File: src/rtl/port_queue_scheduler.sv
// Per-output-port priority queue scheduler: eight saturating packet counters
// and a two-state dequeue FSM. Define STRICT_PRIO_EN for strict priority instead of WRR.
module port_queue_scheduler #(
  parameter logic [1:0] PORT_ID = 2'd0,
  parameter int         CNT_W   = 6
) (
  input  logic       i_clk,
  input  logic       i_rst_n,
  input  logic       i_enq_valid,
  input  logic [4:0] i_enq_queue_sel,
  input  logic       i_deq_ack,
  output logic       o_deq_req,
  output logic [2:0] o_deq_prio,
  output logic [7:0] o_q_nonempty,
  output logic       o_enq_drop
);

  typedef enum logic {IDLE, REQ} state_e;

  localparam logic [CNT_W-1:0] CNT_MAX = '1;
  localparam logic [CNT_W-1:0] CNT_ONE = CNT_W'(1);

  state_e           state_q, state_d;
  logic [CNT_W-1:0] cnt_q [8];
  logic [CNT_W-1:0] cnt_d [8];
  logic [2:0]       prio_q, prio_d;
  logic             drop_q, drop_d;
  logic             enq_acc, deq_fire;
  logic [7:0]       inc_v, dec_v;
  logic [2:0]       sel_prio;

  assign enq_acc  = i_enq_valid && (i_enq_queue_sel[1:0] == PORT_ID);
  assign deq_fire = (state_q == REQ) && i_deq_ack;
  assign inc_v    = enq_acc  ? (8'b1 << i_enq_queue_sel[4:2]) : 8'b0;
  assign dec_v    = deq_fire ? (8'b1 << prio_q) : 8'b0;

  always_comb begin
    drop_d       = 1'b0;
    o_q_nonempty = '0;
    for (int p = 0; p < 8; p++) begin
      cnt_d[p]        = cnt_q[p];
      o_q_nonempty[p] = |cnt_q[p];
      if (inc_v[p] && !dec_v[p]) begin
        if (cnt_q[p] == CNT_MAX) drop_d = 1'b1;
        else                     cnt_d[p] = cnt_q[p] + CNT_ONE;
      end else if (dec_v[p] && !inc_v[p] && (cnt_q[p] != '0)) begin
        cnt_d[p] = cnt_q[p] - CNT_ONE;
      end
    end
  end

`ifdef STRICT_PRIO_EN
  always_comb begin
    sel_prio = 3'd0;
    for (int p = 0; p < 8; p++) begin
      if (o_q_nonempty[p]) sel_prio = 3'(p);
    end
  end
`else
  logic [2:0] ptr_q, ptr_d;
  logic [3:0] credit_q, credit_d;
  logic [2:0] scan_prio, scan_idx;
  logic       keep_ptr;

  // Walk offsets 8 down to 1 so the last hit is the nearest queue below ptr;
  // offset 8 lands on ptr itself, letting an exhausted ptr win when it is the only one left.
  always_comb begin
    scan_prio = ptr_q;
    scan_idx  = ptr_q;
    for (int k = 8; k >= 1; k--) begin
      scan_idx = ptr_q - 3'(k);
      if (o_q_nonempty[scan_idx]) scan_prio = scan_idx;
    end
  end

  assign keep_ptr = o_q_nonempty[ptr_q] && (credit_q < ({1'b0, ptr_q} + 4'd1));
  assign sel_prio = keep_ptr ? ptr_q : scan_prio;
`endif

  always_comb begin
    state_d = state_q;
    prio_d  = prio_q;
`ifndef STRICT_PRIO_EN
    ptr_d    = ptr_q;
    credit_d = credit_q;
`endif
    case (state_q)
      IDLE: begin
        if (|o_q_nonempty) begin
          prio_d  = sel_prio;
          state_d = REQ;
`ifndef STRICT_PRIO_EN
          if (!keep_ptr) begin
            ptr_d    = scan_prio;
            credit_d = 4'd0;
          end
`endif
        end
      end
      REQ: begin
        if (i_deq_ack) begin
          state_d = IDLE;
`ifndef STRICT_PRIO_EN
          if (credit_q != 4'hF) credit_d = credit_q + 4'd1;
`endif
        end
      end
      default: state_d = IDLE;
    endcase
  end

  always_ff @(posedge i_clk or negedge i_rst_n) begin
    if (!i_rst_n) begin
      state_q <= IDLE;
      prio_q  <= 3'd0;
      drop_q  <= 1'b0;
      for (int p = 0; p < 8; p++) cnt_q[p] <= '0;
`ifndef STRICT_PRIO_EN
      ptr_q    <= 3'd7;
      credit_q <= 4'd0;
`endif
    end else begin
      state_q <= state_d;
      prio_q  <= prio_d;
      drop_q  <= drop_d;
      for (int p = 0; p < 8; p++) cnt_q[p] <= cnt_d[p];
`ifndef STRICT_PRIO_EN
      ptr_q    <= ptr_d;
      credit_q <= credit_d;
`endif
    end
  end

  assign o_deq_req  = (state_q == REQ);
  assign o_deq_prio = prio_q;
  assign o_enq_drop = drop_q;

endmodule

File: config.mk
export PLATFORM = sky130hd
export DESIGN_NAME = port_queue_scheduler
export DESIGN_NICKNAME = d
export VERILOG_FILES = /design/src/rtl/port_queue_scheduler.sv
export SDC_FILE = /design/constraint.sdc
export NUM_CORES = 1
export LEC_CHECK = 0
export ABC_AREA = 1
export BUFFER_PORTS_ARGS = -buffer_cell sky130_fd_sc_hd__buf_2
export CAP_MARGIN = 10
export CORE_ASPECT_RATIO = 0.8
export CORE_MARGIN = 2
export CORE_UTILIZATION = 41
export DETAILED_ROUTE_END_ITERATION = 6
export MAX_ROUTING_LAYER = met4
export SYNTH_ARGS = -nofsm -noshare
export SYNTH_HDL_FRONTEND = slang
export SYNTH_SLANG_ARGS = --single-unit
File: constraint.sdc
create_clock -name i_clk -period 3.2 [get_ports i_clk]
set_clock_uncertainty 0.1 [all_clocks]
set_input_delay 0.32 -clock i_clk [delete_from_list [all_inputs] [get_ports i_clk]]
set_output_delay 0.32 -clock i_clk [all_outputs]
set_load 0.01 [all_outputs]
### After elaboration in Yosys (flattened, before gate mapping)

Cells that the tools add are included.

| word-level totals | value |
|---|---|
| bits in registers | 60 |
| input bits | 9 |
| output and inout port bits | 13 |
| word-level logic and storage cells | 224 |

| operators by class | value |
|---|---|
| $add $sub $neg | 25 |
| order comparisons | 9 |
| equal/unequal tests | 21 |
| shift-type cells | 2 |
| muxes and demuxes | 74 |
| bitwise gates (word level) | 1 |
| reductions and logical operators | 79 |

Operators with widths:

| operator | number |
|---|---|
| two-way mux 6 bit | 24 |
| adder 6 x 1 -> 6 bit, second input constant | 8 |
| equality test 6 bit, second input constant | 8 |
| nonzero test 6 bit | 8 |
| OR reduction 48 bit | 1 |
| OR reduction 6 bit | 8 |
| subtractor 6 x 1 -> 6 bit, second input constant | 8 |
| less-than comparator 3 x 4 -> 1 bit, second input constant | 8 |
| logical AND 1 bit | 27 |
| two-way mux 1 bit | 26 |
| binary-select mux 1 bit (select 3 bit) | 8 |
| two-way mux 3 bit | 8 |
| != test 2 bit, second input constant | 11 |
| AND reduction 2 bit | 9 |
| zero test 1 bit | 16 |
| two-way mux 4 bit | 4 |
| two-way mux 8 bit | 2 |
| nonzero test 2 bit | 8 |
| << shifter 1 x 3 -> 8 bit, first input constant | 2 |
| subtractor 3 bit, second input constant | 4 |
| case mux 4 bit (2 select lines) | 1 |
| subtractor 3 x 2 -> 3 bit, second input constant | 2 |
| adder 3 x 1 -> 4 bit, second input constant | 1 |
| adder 4 x 1 -> 4 bit, second input constant | 1 |
| other kinds (8) | 8 |

### Longest topological paths before layout

| depth | value |
|---|---|
| word-level depth | 19 |
| gate-level depth with buffers | 18 |
| mapped depth without buffers | 17 |

### Worst setup path after synthesis

Ideal clock, no wire load.

| timing | value |
|---|---|
| path type | register to register |
| start | reg ptr_q[1] |
| end | reg prio_q[1], in the netlist o_deq_prio[1] |
| arrival time | 2.382 ns |
| path slack | 0.600 ns |
| stages on the path, launching flop included | 17 |
| period minus slack after synthesis | 2.600 ns |
| cells stage by stage | dfstp_2 buf_4 inv_1 ha_1 clkbuf_2 inv_1 ha_1 o21ai_1 nand2_1 nand3_1 o211ai_2 a21oi_2 inv_2 o21ai_1 inv_1 nand2_1 nand2_1 |

| between the ends | value |
|---|---|
| longest elaborated chain between the ends | 11 |

RTL lines:

| what | line | text |
|---|---|---|
| from (decl) | 60 | `logic [2:0] ptr_q, ptr_d;` |
| from (signal assigned) | 128 | `ptr_q <= ptr_d;` |
| subtractor 3 bit | 71 | `scan_idx = ptr_q - 3'(k);` |
| binary-select mux 1 bit (select 3 bit) | 72 | `if (o_q_nonempty[scan_idx]) scan_prio = scan_idx;` |
| two-way mux 1 bit (implied by the code) | 72 |  |
| two-way mux 3 bit (7 in a row) | 72 |  |
| two-way mux 3 bit (*) | -- |  |
| to (signal assigned) | 124 | `prio_q <= prio_d;` |
| to (decl) | 26 | `logic [2:0] prio_q, prio_d;` |

Every way passes the cells marked *; elsewhere a longest branch is shown, timed or not. The select of a mux whose other input is x is not followed.
A chain may end at the register's enable or synchronous reset.

### Worst setup path in the final report

| timing | value |
|---|---|
| start | reg state_q, in the netlist o_deq_req |
| end | reg cnt_q[29] (netlist bit) |

| between the ends | value |
|---|---|
| longest elaborated chain between the ends | 6 |

RTL lines:

| what | line | text |
|---|---|---|
| from (decl) | 23 | `state_e state_q, state_d;` |
| from (signal assigned) | 123 | `state_q <= state_d;` |
| logical AND 1 bit (*) | 33 | `assign deq_fire = (state_q == REQ) && i_deq_ack;` |
| two-way mux 8 bit (*) | 35 | `assign dec_v = deq_fire ? (8'b1 << prio_q) : 8'b0;` |
| zero test 1 bit / logical AND 1 bit (equally long branches) | 43, 46 |  |
| logical AND 1 bit (on tied branches) | 43, 46 |  |
| != test 2 bit (no line) / nonzero test 2 bit (equally long branches) | -- |  |
| AND reduction 2 bit (no line) | -- |  |
| to (decl) | 24 | `logic [CNT_W-1:0] cnt_q [8];` |

Every way passes the cells marked *; elsewhere a longest branch is shown, timed or not.

==> run summary <==
Final Hold Fails - 0
antenna-violating nets left - 0
DR WL/cell - 13.5 um
CP max FO - 6
non-filler cells, final - 828
clock tree from TritonCTS - yes
RSZ-0062 raised after global routing - no
DR iter-0 viols - 270
required time worst endpoint - 3.30 ns
Antenna diodes - 0
register area - 1510 sq um
multi-input logic area - 3080 sq um
largest net degree at the start of global routing - 24
WL final - 11200 um
most frequent cells in the layout - nand2_1 (136), nand3_1 (70), inv_1 (64)
# Post-CTS Setup Buffers - 0
Die Area - 12900 sq um
TritonCTS Sinks - 60
clk root buf - clkbuf_16
Inserted Clock Buffers - 9
FF+latch count, synth - 60
vias in the first global route - 4212
pwr/cell area - 1130 nW/um^2
Slew Viols, Final - 0
max cap viols - 0
worst-margin pin slew - 0.745 ns
Fmax - 358 MHz
Avg Inst Size Synth - 7.67 sq um
Via density - 5.08
detailed-route DRC error count - 0
die height - 102 um
Clock Tree Buf Depth - 2
H-tree levels - 3
DP Wirelength - 8710 um
EDFF count, synth - 0
crit share post-route - 87.2%
Post-Route Utilization - 47.6%
Leakage - 2.54 nW
Crit Path Class - reg -> reg
Tmin final - 2.79 ns
Critical Path AT - 2.90 ns
vias post-DR - 4203
first-pass GRT wire length - 19900 um
Initial Util - 42.4%
Placed Cells incl. Taps - 811
die width - 126 um
Synth Cell Area - 4920 sq um
IO Port Bufs - 21
antenna violations before repair - 0
Setup TNS Final - 0 ns
Core Area - 11600 sq um
Synth-to-Final Area Change - 12.3%
share of synthesized flip-flops with an asynchronous set or reset - 100%
final net count - 731
Setup crit end kind - register
Worst VDD drop - 0.000442 V
Fillers - 1133
remaining global-route overflow - 0
Distinct cells, synth - 40
Synth Instances - 641
commonest non-fill, non-tap cell in the layout - nand2_1
FP Rows - 35
Worst Setup Start Kind - register
DRT Pass-1 Iters - 4
final setup fails - 0
Slew headroom - 49.9%
gr usage total - 19.7%
final RePlAce weighted congestion - 0.872
Clock Latency Late Sink - 0.33 ns
R2R Setup Slk - 0.41 ns
status - finished clean
Synthesized Nets - 697
yosys warns - 0
layout cells sized above 1 - 16.2%
sequential element share of the synthesized area - 30.6%
Primary FF master, synth - dfrtp_1
I/O pin total - 22
Clock transition at path regs - 0.05 ns
worst hold-check path type - in -> reg
-- sequential cells by signal, summed over array words and instances (netlist names) --
register and count:
o_enq_drop 1, cnt_q 48, o_deq_req 1, ptr_q 3, credit_q 4, o_deq_prio 3
-- critical path, stage by stage, from the launching register on --
cell     delay [ns]
dfrtp_1        0.42
nand2_1        0.12
nor2_1         0.17
inv_2          0.08
nor2_1         0.23
nor2_2         0.10
inv_2          0.14
ha_1           0.31
a21oi_1        0.16
nand2_1        0.09
a21oi_1        0.15
inv_1          0.05
a21oi_1        0.17
or2_2          0.14
nand3_1        0.08
xnor2_1        0.15
-- per-stage QoR --
stage	hold WS (ns)	worst slack, ns	cell area, sq um	total power [mW]
6_report	0.114	0.408	5520	6.23
3_3_place_gp	0.258	0.388	5220	5.14
5_1_grt	0.128	0.107	5520	6.94
3_5_place_dp	0.259	0.356	5220	5.27
2_1_floorplan	-0.0756	0.600	4920	4.48
4_1_cts	0.109	0.395	5520	6.27
-- final cells by class --
class	instances	share of cell area (%)
repair buffers	27	2.76
inverters	77	5.62
flip-flops and latches	60	27.3
well taps	148	3.35
multi-input cells	500	55.7
clock inverters	6	1.18
clock buffers	10	4.15
-- power breakdown --
group          internal (mW)  switching (mW)
logic                   1.50            2.14
clock network          0.602           0.355
registers               1.15           0.483
-- final timing paths --
kind                           start         to  depth (start not counted)
max                        o_deq_req  cnt_q[29]                         15
min                        i_deq_ack  o_deq_req                          2
max reg2reg                o_deq_req  cnt_q[29]                         15
min reg2reg                cnt_q[41]  cnt_q[41]                          1
max in group asynchronous    i_rst_n   ptr_q[2]                          3
min in group asynchronous    i_rst_n  cnt_q[26]                          2
-- cells by family (layout without fill, tap and decap cells) --
family / count (synthesis) / in the layout / share of synthesized area, %
simple gates: 319 / 319 / 29.9
compound gates: 85 / 85 / 10.5
buf+inv: 81 / 120 / 6.82
flops: 60 / 60 / 30.6
fa+ha+maj: 47 / 47 / 13.2
xor+xnor: 43 / 43 / 7.66
mux: 6 / 6 / 1.37
-- metal layers --
| metal | vias up | part of all wire [%] | track usage (%) |
|---|---|---|---|
| met2 | 68 | 44 | 30.4 |
| met1 | 1953 | 51 | 27.3 |
| li1 | 2172 | - | - |
| met4 | 0 | 0.93 | 4.40 |
| met5 | - | 0 | - |
| met3 | 10 | 3.8 | 3.35 |
-- synth_stat cells, drive strengths merged, types with 2 or more instances --
| cell type | n | share of area (%) |
|---|---|---|
| clkinv | 3 | 0.33 |
| or2 | 10 | 1.3 |
| dfrtp | 57 | 29 |
| nand4 | 2 | 0.25 |
| nand3 | 80 | 9.5 |
| dfstp | 3 | 1.6 |
| fa | 8 | 3.3 |
| ha | 39 | 9.9 |
| nor3 | 5 | 0.71 |
| mux2 | 6 | 1.4 |
| xnor2 | 19 | 3.4 |
| o21ai | 24 | 3.8 |
| nor2 | 75 | 6.4 |
| a21oi | 57 | 5.9 |
| buf | 3 | 0.41 |
| nand2 | 142 | 11 |
| xor2 | 24 | 4.3 |
| inv | 73 | 5.6 |
| nor4 | 5 | 0.64 |
-- what timing repair did --
action | 4_1_cts | 5_1_grt
hold buffers | 1 | 0
gates resized for setup | 0 | 0
endpoints found under the hold margin | 21 | 0
(Power assumes the default switching activity.)
